## config.mk

```make
export PLATFORM = sky130hd
export DESIGN_NAME = qcontrol_lanes
export DESIGN_NICKNAME = d
export VERILOG_FILES = /design/src/rtl/qcontrol_lanes.sv
export SDC_FILE = /design/constraint.sdc
export NUM_CORES = 1
export LEC_CHECK = 0
export BUFFER_PORTS_ARGS = -buffer_cell sky130_fd_sc_hd__buf_4
export CAP_MARGIN = 20
export CORE_ASPECT_RATIO = 1.75
export CORE_MARGIN = 1
export CORE_UTILIZATION = 40
export DETAILED_ROUTE_END_ITERATION = 7
export GPL_ROUTABILITY_DRIVEN = 0
export PLACE_DENSITY = 0.67
export SLEW_MARGIN = 30
export SYNTH_ARGS = -nofsm -noshare
export SYNTH_HDL_FRONTEND = slang
export SYNTH_SLANG_ARGS = --single-unit
```

## constraint.sdc

```tcl
create_clock -name CLK -period 1.8 [get_ports CLK]
set_input_delay 0.54 -clock CLK [delete_from_list [all_inputs] [get_ports CLK]]
set_output_delay 0.54 -clock CLK [all_outputs]
set_load 0.05 [all_outputs]
```

## src/rtl/qcontrol_lanes.sv

```systemverilog
// Multi-lane barrier/payment controller: one independent Moore FSM per lane.
// Optional emergency override via QCONTROL_LANES_EMERGENCY_EN (adds EMG input).
module qcontrol_lanes #(
  parameter int unsigned N_LANES       = 2,
  parameter int unsigned PAY_TIMEOUT   = 16,
  parameter int unsigned REJECT_CYCLES = 4,
  parameter int unsigned CNT_W         = 8
) (
  input  logic                     CLK,
  input  logic                     RST,
`ifdef QCONTROL_LANES_EMERGENCY_EN
  input  logic                     EMG,
`endif
  input  logic [N_LANES-1:0]       DCE,
  input  logic [N_LANES-1:0]       POK,
  input  logic [N_LANES-1:0]       PNOK,
  input  logic [N_LANES-1:0]       DCS,
  output logic [N_LANES-1:0]       Me,
  output logic [N_LANES-1:0]       Ms,
  output logic [N_LANES-1:0]       Lok,
  output logic [N_LANES-1:0]       Lnok,
  output logic [N_LANES*CNT_W-1:0] PassCnt
);

  localparam int unsigned MaxT = (PAY_TIMEOUT > REJECT_CYCLES) ? PAY_TIMEOUT : REJECT_CYCLES;
  localparam int unsigned TW   = $clog2(MaxT + 1);
  localparam logic [TW-1:0] PayLast = TW'(PAY_TIMEOUT - 1);
  localparam logic [TW-1:0] RejLast = TW'(REJECT_CYCLES - 1);

`ifdef QCONTROL_LANES_EMERGENCY_EN
  typedef enum logic [2:0] {
    StIdle, StWaitPay, StPassIn, StPassOut, StReject, StEmergency
  } state_e;
`else
  typedef enum logic [2:0] {
    StIdle, StWaitPay, StPassIn, StPassOut, StReject
  } state_e;
`endif

  for (genvar i = 0; i < N_LANES; i++) begin : g_lane
    state_e            state_q, state_d;
    logic [TW-1:0]     timer_q, timer_d;
    logic [CNT_W-1:0]  cnt_q, cnt_d;
    logic              dce_q;
    logic              dce_rise;

    assign dce_rise = DCE[i] & ~dce_q;

    always_comb begin
      state_d = state_q;
      timer_d = '0;
      cnt_d   = cnt_q;
      case (state_q)
        StIdle: begin
          if (dce_rise) state_d = StWaitPay;
        end
        StWaitPay: begin
          // Refusal wins over acceptance when the terminal reports both.
          if (PNOK[i]) begin
            state_d = StReject;
          end else if (POK[i]) begin
            state_d = StPassIn;
          end else if (timer_q == PayLast) begin
            state_d = StReject;
          end else begin
            timer_d = timer_q + TW'(1);
          end
        end
        StPassIn: begin
          if (DCS[i]) state_d = StPassOut;
        end
        StPassOut: begin
          if (!DCS[i]) begin
            state_d = StIdle;
            cnt_d   = cnt_q + CNT_W'(1);
          end
        end
        StReject: begin
          if (timer_q == RejLast) state_d = StIdle;
          else                    timer_d = timer_q + TW'(1);
        end
`ifdef QCONTROL_LANES_EMERGENCY_EN
        StEmergency: begin
          state_d = StIdle;
          timer_d = timer_q;
        end
`endif
        default: state_d = StIdle;
      endcase
`ifdef QCONTROL_LANES_EMERGENCY_EN
      if (EMG) begin
        state_d = StEmergency;
        timer_d = timer_q;
        cnt_d   = cnt_q;
      end
`endif
    end

    // dce_q tracks DCE in every state, so leaving emergency sees the parked level.
    always_ff @(posedge CLK or negedge RST) begin
      if (!RST) begin
        state_q <= StIdle;
        timer_q <= '0;
        cnt_q   <= '0;
        dce_q   <= 1'b0;
      end else begin
        state_q <= state_d;
        timer_q <= timer_d;
        cnt_q   <= cnt_d;
        dce_q   <= DCE[i];
      end
    end

`ifdef QCONTROL_LANES_EMERGENCY_EN
    assign Me[i] = (state_q == StPassIn)  || (state_q == StEmergency);
    assign Ms[i] = (state_q == StPassOut) || (state_q == StEmergency);
`else
    assign Me[i] = (state_q == StPassIn);
    assign Ms[i] = (state_q == StPassOut);
`endif
    assign Lok[i]  = (state_q == StPassIn) || (state_q == StPassOut);
    assign Lnok[i] = (state_q == StReject);
    assign PassCnt[i*CNT_W +: CNT_W] = cnt_q;
  end

endmodule

```

### Word level (Yosys, flattened, before mapping)

Cells that the tools add are included.

| word-level totals | value |
|---|---|
| bits in registers | 34 |
| bits of input ports | 10 |
| output and inout port bits | 24 |
| word-level logic and storage cells | 74 |

| operators by class | value |
|---|---|
| add/subtract/negate cells | 4 |
| eq/ne operators | 22 |
| multiplexer cells | 26 |
| bitwise gates (word level) | 6 |
| reduce and logical (&&, ||, !) cells | 8 |

Operators by type and width:

| operator | number |
|---|---|
| $mux 3 | 14 |
| $mux 5 | 8 |
| $pmux 3 s5 | 2 |
| $pmux 5 s2 | 2 |
| $add 8x1->8 const B | 2 |
| $eq 3x2->1 const B | 4 |
| $ne 2x2->1 const B | 6 |
| $add 5x1->5 const B | 2 |
| $eq 5x2->1 const B | 2 |
| $eq 5x4->1 const B | 2 |
| $reduce_and 5->1 | 2 |
| $ne 4x4->1 const B | 2 |
| $eq 3x1->1 const B | 2 |
| $eq 3x3->1 const B | 2 |
| $logic_not 3->1 | 2 |
| $ne 2x1->1 const B | 2 |
| $not 1->1 | 4 |
| $reduce_and 2->1 | 2 |
| $and 1x1->1 | 2 |
| $logic_or 1x1->1 | 2 |

### Depth between registers and ports, before layout

| logic depth | value |
|---|---|
| depth in word-level cells | 5 |
| gate-level depth with buffers | 7 |
| depth with buffers taken out | 7 |

### Worst setup path before layout

No wires, ideal clock.

| timing path | value |
|---|---|
| path kind | reg-to-output |
| start | reg g_lane[0].state_q[1] |
| end | out Me[0] |
| data arrival time | 1798 ps |
| data required time | 1260 ps |
| setup slack | -538 ps |
| cell stages (with the launch flop) | 4 |
| path buffers | 1 |
| cell sequence | dfrtp_1 -> buf_2 -> nor2b_1 -> and2_1 |

| on the way | value |
|---|---|
| cells in the longest elaborated chain, start to end | 1 |

RTL lines:

| what | line | text |
|---|---|---|
| start, declared | 41 | `state_e state_q, state_d;` |
| start signal, assigned | 102 | `state_q <= StIdle;` |
| start signal, assigned | 107 | `state_q <= state_d;` |
| $eq 3x2->1 | 118 | `assign Me[i] = (state_q == StPassIn);` |
| end, declared | 18 | `output logic [N_LANES-1:0] Me,` |

Every way passes these cells.

### Final worst setup path

| timing path | value |
|---|---|
| start | reg g_lane[1].state_q[1] |
| end | out Ms[1] |

| on the way | value |
|---|---|
| cells in the longest elaborated chain, start to end | 1 |

RTL lines:

| what | line | text |
|---|---|---|
| start, declared | 41 |  |
| start signal, assigned | 102 |  |
| start signal, assigned | 107 |  |
| $eq 3x2->1 | 119 | `assign Ms[i] = (state_q == StPassOut);` |
| end, declared | 19 | `output logic [N_LANES-1:0] Ms,` |

Every way passes these cells.

==> run summary <==
The start-to-end type of the worst setup path is flip-flop to primary output. The combinational share of power is 37.2%, and the row count is 31. The average size of a mapped cell works out to 10.9 µm². The routing usage on met1 came out at 17.8%.

The analysis attributes to cell leakage a power of 1.05 nW. Dividing the detail-routed wire length by the instance count gives 13.5 µm. Setup violations remaining at the end of the flow were counted as 0.

Transition time at the pin with the least slew margin: 0.411 ns. The cell family contributing the most delay on the critical path is flip-flops. The number of placed instances, taps included, is 242. The logs give 1327 for the via count of the first global-routing pass and 0.00601 ns for the clock tree skew after final layout. The clock share of power is 24.4%.

For the via count of the routed design, the log shows 1321. For this block, the initial DRC count from the detailed router was 32. TritonCTS built the clock tree. In this run the deepest clock path goes through 2 buffers.

For the number of optimization iterations in the first detailed-route pass, the log shows 3. Wires add up to 3410 µm. Summed over all layers, the global routing overflow is 0. For this design the ratio of total power to cell area is 1260 nW/µm². The final period demand of the worst path is 1.75 ns, and the clock sink count is 34. After clock tree synthesis, the clock-pin slew on the worst setup and hold paths is 0.07 ns. The area inside the core boundary came out at 4110 µm². The layer flagged by global routing as most heavily used is met2. The flow ran to the end, and the final reports show no timing, DRC or antenna violations.

Hold timing on the final database bottoms out at a slack of 0.196 ns. Max-cap violation count: 0. Full die area: 4570 µm². Buffers placed on the I/O ports in this run total 33.

The nature of the critical path startpoint was a flip-flop. The run gives 1.07 mW as the switching power summed over all nets. 0 antenna diodes ended up in the layout. The ratio of cells with drive above 1 in the final layout came out at 37.3%. Switching share of power: 37.7%.

Entering global routing, the biggest net connects 35 pins. Global routing used 17.0% of the available tracks across all layers. Count of pins over their slew limit: 0. Once the floorplan was initialized, standard cells occupied 41.8% of the core. Compared with the post-synthesis result, the final layout area differs by 31.5%. The final net count is 222, and the number of nets in the synthesized netlist is 176. The run gives 0 as the post-route antenna net violation count.

The critical-path cell with the highest stage delay was dfrtp_2. Number of antenna violations at the first check in global routing: 0. Synthesis produced a netlist whose cell count is 158. In the routed design, unresolved DRC markers number 0. In this run the tightest slew margin relative to its limit is 72.6%. The run gives 34 as the I/O pin count.

The path class of the tightest hold or removal check is primary input to async pin. The die is 51.5 µm wide. For the met2 demand-to-capacity share in global routing, the log shows 30.9%.

After the flow finishes, the layout carries non-filler instances totaling 253. VDD sags by at most 0.826 mV. The kind of end point of the critical path was a primary output. For this run, global-route usage on met3 was measured as 4.30%. In this run, flip-flops and latches consume 38.4% of the power.

At the worst endpoint, the required time is 1.26 ns. Overall power consumption after layout is estimated at 2.84 mW. Counting flops and latches in the post-synthesis netlist gives 34.

Yosys printed 0 warnings. The share of the clock period used by the worst path was 97.3%. For the worst setup path, the data arrival time is 1.21 ns. The buffer and inverter count on the worst path came out at 1. The first global-routing pass estimated 5810 µm of wire.

The signal on the critical path passes through nor2b_4 > and2_2 > buf_6. The number of clock buffers added by TritonCTS is 5. The logs give 49.6% for the sequential area share after synthesis and 0.28 ns for the later-pin clock latency in the skew report. Measured along the y axis, the die boundary spans 88.7 µm. Leaving out fill and tap cells, the most frequent cell in the layout is buf_4. The tools report the number of hold violations in the final report as 0. The netlist area before placement is 1720 µm², and the top fanout value on the critical path is 4. After detailed routing, the number of vias per cell comes to 5.22. Root cell of the clock tree: clkbuf_8. After clock tree synthesis, the flow added hold-fix buffers numbering 0. The tools report the top achievable clock speed as 0.571 GHz. For the internal power summed over all cells, the log shows 1.77 mW.

The H-tree depth reported by CTS was 2. Longest individual stage delay on the worst path: 0.45 ns. The top cell types in the final layout, fill and taps aside, are buf_4, dfrtp_1, xnor2_1, nand2_1. Count of different cell masters after synthesis: 40. Summed over all nets, the half-perimeter wirelength after detailed placement is 2500 µm.
==> kinds of logic after synthesis <==
kind of cell	synth area share, %
compound gates	8.02
xor+xnor	9.18
fa+ha+maj	5.83
buf+inv	3.64
flops	49.6
mux	0.656
simple gates	23.1
==> power by group through the flow <==
stage	Sequential, mW	Combinational [mW]	Clock (mW)
2_1_floorplan	1.16	0.636	0
5_1_grt	1.11	1.15	0.742
6_report	1.09	1.06	0.695
3_5_place_dp	1.10	0.995	0
4_1_cts	1.09	1.03	0.710
3_3_place_gp	1.09	0.970	0
==> registers in the layout, summed over array words and instances (netlist names) <==
name and cells:
g_lane.dce_q 2, g_lane.cnt_q 16, g_lane.state_q 6, g_lane.timer_q 10
==> final timing paths <==
| check | from | to | slack (ns) | depth (start not counted) |
|---|---|---|---|---|
| worst min register to register | g_lane[1].cnt_q[7] | g_lane[1].cnt_q[7] | 0.47 | 1 |
| min in group CLK | DCE[1] | g_lane[1].dce_q | 0.38 | 1 |
| max in group asynchronous | RST | g_lane[0].state_q[2] | 1.29 | 1 |
| worst max register to register | g_lane[1].timer_q[1] | g_lane[1].timer_q[3] | 0.06 | 6 |
| worst max-delay path | g_lane[1].state_q[1] | Ms[1] | 0.05 | 3 |
| worst min-delay path | RST | g_lane[1].timer_q[4] | 0.20 | 1 |
==> cell type report <==
cell class / count / area [µm²]
clock inverter: 1 / 30.0
inverter: 8 / 30.0
multi-input combinational: 111 / 858
fill: 390 / 1850
tap: 49 / 61.3
timing repair buffer: 44 / 338
sequential: 34 / 857
clock buffer: 6 / 82.6
==> metal layers <==
layer | part of all wire, % | wire, µm
met3 | 3.4 | 117
met1 | 38 | 1310
met4 | 1.8 | 61
met5 | 0 | 0
met2 | 56 | 1930
==> Yosys cell counts (all sizes together) <==
| cell | number | area [µm²] |
|---|---|---|
| xor2 | 5 | 43.8 |
| buf | 5 | 32.5 |
| xnor2 | 13 | 114 |
| a21o | 1 | 8.76 |
| a221oi | 1 | 8.76 |
| or4b | 3 | 33.8 |
| o32ai | 1 | 8.76 |
| a211oi | 3 | 37.5 |
| nor2b | 6 | 37.5 |
| a22oi | 1 | 7.51 |
| nor3 | 5 | 25.0 |
| nor3b | 2 | 15.0 |
| and2 | 4 | 25.0 |
| and3 | 2 | 12.5 |
| inv | 8 | 30.0 |
| nor2 | 8 | 30.0 |
| nor4b | 2 | 17.5 |
| a31oi | 1 | 6.26 |
| nand3 | 9 | 45.0 |
| ha | 8 | 100 |
| a21oi | 7 | 35.0 |
| nand3b | 1 | 7.51 |
| o21ai | 3 | 15.0 |
| a311o | 1 | 10.0 |
| nand2b | 3 | 26.3 |
| dfrtp | 34 | 851 |
| and4 | 1 | 8.76 |
| mux2 | 1 | 11.3 |
| and2b | 1 | 7.51 |
| nand2 | 9 | 33.8 |
| nand4 | 6 | 37.5 |
| nor4bb | 1 | 10.0 |
| and4bb | 1 | 12.5 |
| nand4bb | 1 | 11.3 |
==> repair_timing <==
action,in CTS,in global routing
setup buffers,1,3
gates resized for setup,7,6
pin swaps,1,6
endpoints found under the setup margin,3,9
cloned,0,0
==> per-stage QoR <==
stage          util (%)  cell area [µm²]  setup WS (ns)  setup TNS, ns
3_5_place_dp       50.6             2080         0.0384              0
3_3_place_gp       50.6             2080         0.0669              0
5_1_grt            54.9             2260       -0.00302       -0.00302
6_report           54.9             2260         0.0493              0
2_1_floorplan         -             1750        -0.0700        -0.0700
4_1_cts            54.0             2220        0.00264              0
Power figures use the tool's default switching activity.
